**config.mk**
```make
export PLATFORM = sky130hd
export DESIGN_NAME = aes_serial_loader
export DESIGN_NICKNAME = d
export VERILOG_FILES = /design/src/rtl/aes_pkg.sv /design/src/rtl/serial_shift_in.sv /design/src/rtl/aes_serial_loader.sv
export SDC_FILE = /design/constraint.sdc
export NUM_CORES = 1
export LEC_CHECK = 0
export CAP_MARGIN = 20
export CORE_MARGIN = 1
export CORE_UTILIZATION = 55
export DETAILED_ROUTE_END_ITERATION = 12
export PLACE_DENSITY = 0.8
export SLEW_MARGIN = 20
export SYNTH_ARGS = -nofsm -noshare
export SYNTH_HDL_FRONTEND = slang
export SYNTH_SLANG_ARGS = --single-unit
```
**constraint.sdc**
```tcl
create_clock -name clk -period 1.7 [get_ports clk]
set_input_delay 0.17 -clock clk [delete_from_list [all_inputs] [get_ports clk]]
set_output_delay 0.17 -clock clk [all_outputs]
set_load 0.01 [all_outputs]
```
**src/rtl/aes_pkg.sv**
```systemverilog
// Shared widths and output-stage state encoding for the AES serial loader.
package aes_pkg;

  localparam int AES_BLOCK_W = 128;
  localparam int AES_CNT_W   = 7;

  typedef enum logic {
    OUT_EMPTY = 1'b0,
    OUT_FULL  = 1'b1
  } out_state_e;

endpackage

```
**src/rtl/serial_shift_in.sv**
```systemverilog
// En-gated LSB-first shift register that presents the word formed by the current edge's shift.
module serial_shift_in #(
  parameter int WIDTH = 128
) (
  input  logic             clk,
  input  logic             reset,
  input  logic             en,
  input  logic             bit_in,
  output logic [WIDTH-1:0] word_next
);

  // Only WIDTH-1 bits are stored: the final bit of a block is merged in combinationally on
  // the completing edge, so the oldest bit never has to be held past it.
  logic [WIDTH-2:0] sr_q;
  logic [WIDTH-2:0] sr_d;

  always_comb begin
    sr_d = sr_q;
    if (en) begin
      sr_d = {bit_in, sr_q[WIDTH-2:1]};
    end
  end

  assign word_next = {bit_in, sr_q};

  always_ff @(posedge clk) begin
    if (reset) begin
      sr_q <= '0;
    end else begin
      sr_q <= sr_d;
    end
  end

endmodule

```
**src/rtl/aes_serial_loader.sv**
```systemverilog
// Bit-serial plaintext/key front end for the AES-128 core with a one-deep valid/ready output stage.
module aes_serial_loader
  import aes_pkg::*;
#(
  parameter int BLOCK_W = AES_BLOCK_W,
  parameter int CNT_W   = AES_CNT_W
) (
  input  logic               clk,
  input  logic               reset,
  input  logic               en,
  input  logic               din,
  input  logic               k_in,
  output logic [BLOCK_W-1:0] data_out,
  output logic [BLOCK_W-1:0] key_out,
  output logic               out_valid,
  input  logic               out_ready,
  output logic               busy,
  output logic               overflow
);

  out_state_e         state_q, state_d;
  logic [CNT_W-1:0]   bit_cnt_q, bit_cnt_d;
  logic [BLOCK_W-1:0] data_q, data_d;
  logic [BLOCK_W-1:0] key_q, key_d;
  logic               overflow_q, overflow_d;
  logic [BLOCK_W-1:0] data_word;
  logic [BLOCK_W-1:0] key_word;
  logic               complete;
  logic               load;

  serial_shift_in #(.WIDTH(BLOCK_W)) u_data_sr (
    .clk       (clk),
    .reset     (reset),
    .en        (en),
    .bit_in    (din),
    .word_next (data_word)
  );

  serial_shift_in #(.WIDTH(BLOCK_W)) u_key_sr (
    .clk       (clk),
    .reset     (reset),
    .en        (en),
    .bit_in    (k_in),
    .word_next (key_word)
  );

  assign complete = en && (bit_cnt_q == {CNT_W{1'b1}});

  always_ff @(posedge clk) begin
    if (reset) begin
      state_q    <= OUT_EMPTY;
      bit_cnt_q  <= '0;
      data_q     <= '0;
      key_q      <= '0;
      overflow_q <= 1'b0;
    end else begin
      state_q    <= state_d;
      bit_cnt_q  <= bit_cnt_d;
      data_q     <= data_d;
      key_q      <= key_d;
      overflow_q <= overflow_d;
    end
  end

  // A completion landing on a full, unaccepted stage is dropped and flagged.
  always_comb begin
    state_d    = state_q;
    overflow_d = overflow_q;
    load       = 1'b0;
    bit_cnt_d  = en ? bit_cnt_q + CNT_W'(1) : bit_cnt_q;
    case (state_q)
      OUT_EMPTY: begin
        if (complete) begin
          load    = 1'b1;
          state_d = OUT_FULL;
        end
      end
      OUT_FULL: begin
        if (complete && out_ready) begin
          load = 1'b1;
        end else if (complete) begin
          overflow_d = 1'b1;
        end else if (out_ready) begin
          state_d = OUT_EMPTY;
        end
      end
      default: state_d = OUT_EMPTY;
    endcase
    data_d = load ? data_word : data_q;
    key_d  = load ? key_word  : key_q;
  end

  always_comb begin
    out_valid = (state_q == OUT_FULL);
    busy      = (bit_cnt_q != '0);
    overflow  = overflow_q;
    data_out  = data_q;
    key_out   = key_q;
  end

endmodule

```
==> flow_summary.json <==
{
  "dieArea_um2": 38770,
  "violations": "setup timing",
  "cts_tree": "yes",
  "place_inst": 2664,
  "wl_per_cell_um": 15.62,
  "grt.overflow.total": 0,
  "hold_ws_ps": 84.05,
  "timing.hold.worst.class": "input port to flip-flop",
  "syn-num-nets": 1983,
  "drv_slew": 0,
  "final_layout_size_suffix_gt1_frac": 0.08271,
  "worstSetupPathDepth": 9,
  "max_freq_ghz": 0.5493,
  "ff2ff_setup_slack_ps": -120,
  "drt_iter0_drc": 581,
  "min_path_cells": 5,
  "synthCells": 1975,
  "syn-mean-instance-area_um2": 10.58,
  "crit_slowest_cell": "dfxtp_2",
  "fin_crit_ps": 1820,
  "yosysWarnings": 0,
  "hpwlAfterDp_mm": 26.32,
  "crit_chain": "ha_4 > nand3_4 > nor3b_4 > buf_12 > buf_16 > buf_12 > buf_8 > buf_8 > mux2i_1",
  "power_leakage_uw": 0.01037,
  "viasPerCell": 4.976,
  "via_count": 13918,
  "slew-limit-headroom": 0.6186,
  "crit_path_end_kind": "flip-flop",
  "cts_sinks": 519,
  "drc_errors": 0,
  "synth-async-reset-ratio": 0,
  "first_global_vias": 13468,
  "grt_pass1_wl_mm": 66.21,
  "port_buffers": 264,
  "ys.flop_type": "dfxtp_1",
  "cp.required_ps": 2210,
  "layout.nets": 2256,
  "synth-edff-count": 0,
  "drv_cap": 0,
  "gp_congestion": 0.7465,
  "synth-seq-area-share": 0.4974,
  "rsz0062_at_grt": "yes",
  "ff2ff_path_depth": 9,
  "finalSetupTns_ps": -3878,
  "finalSetupViolations": 93,
  "finClkSkew_ps": 11.62,
  "syn-cell-area_um2": 20890,
  "clock_latency_ps": 570,
  "grt_max_degree": 138,
  "ant_nets": 0,
  "rr_startpoint": "bit_cnt_q[1]",
  "tightest_slew_ps": 572.1,
  "fin_cells": 2797,
  "hold_path_end": "bit_cnt_q[6]",
  "arrival_ps": 2330,
  "die_width_um": 196.9,
  "p_per_area_nw_per_um2": 909.1,
  "cts-root-buf": "clkbuf_16",
  "cts_buffer_depth": 3,
  "ys_ff_latch": 519,
  "first_pass_iters": 5,
  "cp-start-kind": "flip-flop",
  "initial_core_util": 0.5572,
  "placementRows": 71,
  "pre_cts_slack_ps": -158.0,
  "period_share": 1.071,
  "grtUsageTotal": 0.2070,
  "crit_fanout": 6,
  "hold_viol": 0,
  "status": "finished, violations left",
  "worst-path-buf-inv": 5,
  "ios": 265,
  "path_delay_family": "buffers and inverters",
  "antenna_found_initial": 1,
  "yosysUniqueCellTypes": 27,
  "htree_levels": 2,
  "drt-total-wl_mm": 43.70,
  "areaGrowthSynthToFinish_pct": 27.15,
  "cts_buffers": 52,
  "ir_worst_vdd_mv": 0.8988,
  "layout_setup_ws_ps": -120.5,
  "dieHeight_um": 196.9,
  "utilization": 0.7085,
  "path_clk_slew_ps": 60,
  "criticalPathCategory": "flip-flop to flip-flop",
  "r2r-end": "key_out[40]",
  "core-area_um2": 37490,
  "max_stage_delay_ps": 350,
  "worstHoldStart": "en"
}
[final cells by class]
type,instances,area (um2)
flip-flops and latches,519,10400
clock buffers,83,1549
repair buffers,363,4290
diodes,1,2.502
clock inverters,8,115.1
multi-input cells,1310,9563
fillers,2656,10930
inverters,2,7.507
well taps,511,639.4
[per-stage QoR]
step | instance area, um2 | total power, uW
2_1_floorplan | 20890 | 13090
3_3_place_gp | 23870 | 13240
3_5_place_dp | 23870 | 13250
4_1_cts | 25700 | 24360
5_1_grt | 26560 | 24910
6_report | 26560 | 24150
[routing by layer]
layer | global-route usage | share of wire
met1 | 0.2639 | 0.46
met5 | 0 | 0
met4 | 0.07982 | 0.029
met2 | 0.3513 | 0.48
met3 | 0.03268 | 0.034
[worst max path at each step]
stage | start | end
after CTS | bit_cnt_q[4] | busy
after detailed placement | bit_cnt_q[1] | data_out[23]
after global placement | out_ready | data_out[9]
after floorplan | bit_cnt_q[0] | data_out[0]
after global routing | bit_cnt_q[1] | key_out[40]
final | bit_cnt_q[1] | key_out[40]
[placed cells by master (no fill, tap or decap), types with 9 or more instances in the layout]
master / instances
dfxtp_1: 515
nand2b_1: 512
mux2i_1: 504
nor2_1: 261
clkdlybuf4s50_1: 190
clkbuf_16: 64
dlygate4sd2_1: 42
dlymetal6s2s_1: 29
buf_4: 28
buf_12: 25
clkbuf_1: 19
buf_8: 15
buf_16: 12
clkbuf_8: 11
buf_6: 9
[synth_stat cells (2+ instances only)]
library cell	number	area, um2
or3_1	2	12.51
buf_2	25	125.1
buf_12	26	520.5
nand4_1	2	12.51
buf_4	2	15.01
dfxtp_1	519	10390
xor2_1	3	26.28
a21oi_1	3	15.01
clkbuf_1	81	304.0
mux2i_1	511	5115
buf_1	9	33.78
o21ai_0	2	10.01
ha_1	2	25.02
nand2b_1	512	3203
nor2_1	261	979.7
inv_1	2	7.510
nand2_1	2	7.510
nand3_1	2	10.01
[state kept, by name (all words and copies together), names as in the netlist]
| register | flops |
|---|---|
| u_data_sr.sr_q | 127 |
| bit_cnt_q | 7 |
| key_out | 128 |
| overflow | 1 |
| u_key_sr.sr_q | 127 |
| data_out | 128 |
| out_valid | 1 |
[power breakdown]
| group | total (uW) | switching, uW | internal [uW] |
|---|---|---|---|
| Clock | 11200 | 4510 | 6640 |
| Combinational | 805 | 411 | 393 |
| Sequential | 12200 | 10.3 | 12200 |
[what timing repair did]
action,CTS,global route
gates resized for setup,62,87
hold buffers,1,0
cloned,3,14
buffers inserted,3,22
endpoints found under the hold margin,10,0
endpoints found under the setup margin,290,278
pin swaps,4,4
[worst min-delay path, stage by stage]
cell	delay (ps)
buf_8	100
nand3_4	70
buf_4	110
or3_1	100
a21oi_1	60
[logic make-up (layout without fill, tap and decap cells)]
| family | Yosys count | after routing | share of synthesized area |
|---|---|---|---|
| AOI/OAI and AO/OA | 6 | 6 | 0.001497 |
| xor gates and xnor gates | 4 | 4 | 0.001677 |
| adders and majority gates | 2 | 2 | 0.001198 |
| buffers and inverters | 146 | 456 | 0.04887 |
| DFF | 519 | 519 | 0.4974 |
| muxes | 511 | 511 | 0.2448 |
| other | 0 | 1 | 0 |
| and+or+nand+nor | 787 | 787 | 0.2045 |
No activity file was read; power rests on OpenSTA's default activity.
==> patch 1 (same settings) <==
`AES_BLOCK_W`: 128 -> 64.
--- a/src/rtl/aes_pkg.sv
+++ b/src/rtl/aes_pkg.sv
@@ -1,7 +1,7 @@
 // Shared widths and output-stage state encoding for the AES serial loader.
 package aes_pkg;
 
-  localparam int AES_BLOCK_W = 128;
+  localparam int AES_BLOCK_W = 64;
   localparam int AES_CNT_W   = 7;
 
   typedef enum logic {
Ports: changed (resized data_out and key_out); port bits go from 265 to 137. No check against the original RTL was run, so the function may have changed too.
==> patch 1 against the unedited design <==
- core utilization decreased by 0.78 points
- sequential share of layout area increased by 0.80 points
- wire length decreased by 56%
- final area decreased by 50%
- die area decreased by 49%
- sequential power decreased by 49%
- first-iteration DRC count decreased by 49%
- total power decreased by 47%
- clock power decreased by 45%
- area after synthesis decreased by 49%
- setup slack improved by 0.19 ns
- sequential cell count decreased by 256
- global-route usage decreased by 2.3 points
- critical path type is now flop to output port
- largest power group unchanged
- highest routed layer unchanged
==> patch 1: results (changes against the unedited design) <==
* Status: finished clean (was complete, but fails checks)
* Initial antenna violation count at 0 (was 1)
* Post-Syn Nets at 1015 (was 1983)
* Hold WS at 0.0584 ns (was 0.0841 ns)
* Post-Syn Area per Cell at 10.5 µm² (was 10.6 µm²)
* DR vias at 6865 (was 13.9k)
* TritonCTS Buffers at 28 (was 52)
* Crit path from: key_out[58] (was bit_cnt_q[1])
* Initial DRC count at 295 (was 581)
* Largest net degree at the start of global routing at 64 (was 138)
* Critical path's slowest cell: clkdlybuf4s50_1 (was dfxtp_2)
* Netlist cell types at 26 (was 27)
* Vias in the first global route at 6412 (was 13.5k)
* Seq/Total Area, Yosys at 0.496 (was 0.497)
* Setup bufs post-CTS at 0 (was 3)
* Mux cell area share after synthesis at 0.240 (was 0.245)
* Largest stage delay on the critical path at 0.56 ns (was 0.35 ns)
* Clock skew at 0.0154 ns (was 0.0116 ns)
* CP arrival at 1.46 ns (was 2.33 ns)
* Synth Area in Compound Gates at 0.00295 (was 0.00150)
* Reg2Reg Setup Slack at 0.12 ns (was -0.12 ns)
* Leak at 0.00479 µW (was 0.0104 µW)
* Max rail drop VDD at 0.660 mV (was 0.899 mV)
* Synth top area cells: dfxtp_1 (50%), mux2i_1 (24%), nand2b_1 (15%) (unchanged)
* Max FO, Critical Path at 2 (was 6)
* Worst-Skew Late Latency at 0.53 ns (was 0.57 ns)
* Dpl cells at 1361 (was 2664)
* Post-Synth Adder-Cell Area at 0.00236 (was 0.00120)
-- patch 1: cell families (layout without fill, tap and decap cells) --
group	Yosys count	after routing
adders and majority gates	2	2
DFF	263	263
xor gates and xnor gates	4	4
muxes	255	255
and+or+nand+nor	403	403
AOI/OAI and AO/OA	6	6
buffers and inverters	74	222
-- patch 1: how the worst max path moves through the flow --
stage / to / slack, ns / cells past startpoint
final: key_out[58] / 0.07 / 1
after global routing: key_out[45] / -0.02 / 6
after CTS: busy / 0.01 / 4
after detailed placement: key_out[14] / 0.04 / 6
after global placement: data_out[38] / 0.07 / 6
after floorplan: data_out[0] / 0.13 / 6
-- patch 1: final cells by class --
type | instances | area, µm²
clock inverter | 11 | 111
inverter | 2 | 7.51
multi-input combinational | 670 | 4850
fill | 1453 | 5640
sequential | 263 | 5270
timing repair buffer | 168 | 1780
clock buffer | 41 | 851
tap | 260 | 325
-- patch 1: timing repair --
item / 4_1_cts / 5_1_grt
gates resized for setup: 4 / 11
hold buffers: 0 / 0
hold endpoints to repair: 0 / 0
cloned: 0 / 2
endpoints found under the setup margin: 1 / 90
pin swaps: 0 / 3
-- patch 1: stage by stage --
stage          TNS (ns)  total power (µW)  setup WS, ns   util
4_1_cts               0             12900        0.0110  0.696
2_1_floorplan         0              6650         0.134      -
6_report              0             12800        0.0722  0.701
3_5_place_dp          0              6750        0.0356  0.646
5_1_grt         -0.0507             13200       -0.0158  0.701
3_3_place_gp          0              6750        0.0722  0.646
-- patch 1: per-layer routing --
layer | track usage | wire length, µm | vias up
li1 | - | - | 3548
met1 | 0.246 | 9120 | 3187
met2 | 0.313 | 8990 | 100
met3 | 0.0255 | 650 | 30
met4 | 0.0503 | 278 | 0
met5 | 0 | 0 | -
-- patch 1: power breakdown --
group          switching (µW)  internal, µW
registers                8.47          6170
clock network            2410          3770
logic                     217           215
==> patch 2 (same flow settings) <==
Made on the original files. Register the output `overflow`; this adds one clock of latency there. The other outputs are not delayed to match.
--- a/src/rtl/aes_serial_loader.sv
+++ b/src/rtl/aes_serial_loader.sv
@@ -17,6 +17,8 @@
   output logic               busy,
   output logic               overflow
 );
+
+  logic overflow_c;
 
   out_state_e         state_q, state_d;
   logic [CNT_W-1:0]   bit_cnt_q, bit_cnt_d;
@@ -93,10 +95,14 @@
   always_comb begin
     out_valid = (state_q == OUT_FULL);
     busy      = (bit_cnt_q != '0);
-    overflow  = overflow_q;
+    overflow_c = overflow_q;
     data_out  = data_q;
     key_out   = key_q;
   end
 
+  always_ff @(posedge clk) begin
+    overflow <= overflow_c;
+  end
+
 endmodule
 
Function: same outputs for any inputs over 10 cycles, from zero or initial values and one cycle with reset high; that may be too few to reach the edited logic, so the function may still have changed.
==> patch 2 against the unedited design <==
- the run still ends with setup timing left
- final area is 0.88% lower
- sequential cell count increased by 1
- total power is 3.5% higher
- setup slack improved by 0.017 ns
- count of clock-buffer cells in the layout decreased by 6
- fmax rose by 0.94%
- area after synthesis barely moved
- clock power increased by 7%
- wire length fell by 1.4%
- register-to-register slack better by 0.10 ns
- highest routed layer unchanged
==> patch 2: results (changes against the unedited design) <==
* Max rail drop VDD at 0.777 mV (was 0.899 mV)
* DR vias at 13.8k (was 13.9k)
* Post-Place Setup Slack at -0.163 ns (was -0.158 ns)
* GR Util met3 at 0.0438 (was 0.0327)
* Crit path from: bit_cnt_q[2] (was bit_cnt_q[1])
* Met2 Use GR at 0.341 (was 0.351)
* Post-Syn Nets at 1984 (was 1983)
* Largest net degree at the start of global routing at 141 (was 138)
* Routed wl met3 at 1830 µm (was 1480 µm)
* Reg2Reg Setup Slack at -0.02 ns (was -0.12 ns)
* Met1 global-route usage at 0.273 (was 0.264)
* Setup WS post-layout at -0.104 ns (was -0.120 ns)
* M1 WL at 19800 µm (was 19900 µm)
* Final setup viols at 3 (was 93)
* R2r worst-path depth at 8 (was 9)
* Status: complete, but fails checks (unchanged)
* Final Wtd Congestion at 0.781 (was 0.747)
* Fill count at 2816 (was 2656)
* Seq/Total Area, Yosys at 0.498 (was 0.497)
* Failing checks: setup timing (unchanged)
* Worst R2R End: key_out[90] (was key_out[40])
* Min-Delay Endpoint: u_data_sr.sr_q[119] (was bit_cnt_q[6])
* Leak at 0.0109 µW (was 0.0104 µW)
* Worst hold stages at 4 (was 5)
* GRT Util Overall at 0.209 (was 0.207)
* First-pass GRT wire length at 66900 µm (was 66200 µm)
* Fin nets at 2243 (was 2256)
* Crit path to: busy (was key_out[40])
## patch 2: cell types whose count changed after synthesis, sizes merged
cell | before | now
dfxtp | 519 | 520
## patch 2: critical path: stages (launching register included)
cell	delay, ns
dfxtp_2	0.32
buf_6	0.12
nor4_4	0.28
nand3b_1	0.16
buf_6	0.15
## patch 2: layout make-up
class / instances / area [µm²] / area share
inverter: 2 / 7.51 / 0.000285
clock inverter: 16 / 245 / 0.00931
timing repair buffer: 349 / 3900 / 0.148
antenna: 1 / 2.50 / 0.0000950
multi-input combinational: 1310 / 9540 / 0.362
clock buffer: 77 / 1570 / 0.0595
sequential: 520 / 10400 / 0.396
tap: 511 / 639 / 0.0243
## patch 2: power breakdown
group	internal (µW)	total, µW	switching [µW]
sequential	12200	12200	10.3
clock	7270	12000	4720
combinational	396	808	412
## patch 2: kinds of logic (layout without fill, tap and decap cells)
kind of cell    count (synthesis)  count (layout)  synth area share
compound gates                  6               6           0.00150
xor+xnor                        4               4           0.00168
fa+ha+maj                       2               2           0.00120
buf+inv                       146             444            0.0488
flops                         520             520             0.498
mux                           511             511             0.245
other cells                     0               1                 0
simple gates                  787             787             0.204
## patch 2: stage by stage
stage	setup TNS, ns	std cells	hold slack, ns	cell area [µm²]	utilization
after floorplan	0	1976	0.318	20900	-
after global placement	-7.85	2666	0.345	23900	0.636
after detailed placement	-15.07	2666	0.348	23900	0.636
after CTS	-1.96	2764	0.0330	25700	0.684
after global routing	-1.86	2785	0.0901	26300	0.701
final	-0.138	2786	0.0725	26300	0.701
## patch 2: timing repair
item / in CTS / in global routing
gates resized for setup: 96 / 90
setup endpoints to repair: 268 / 301
hold buffers: 1 / 0
pin swaps: 3 / 5
gates cloned: 1 / 11
hold endpoints to repair: 8 / 0
setup buffers: 3 / 10
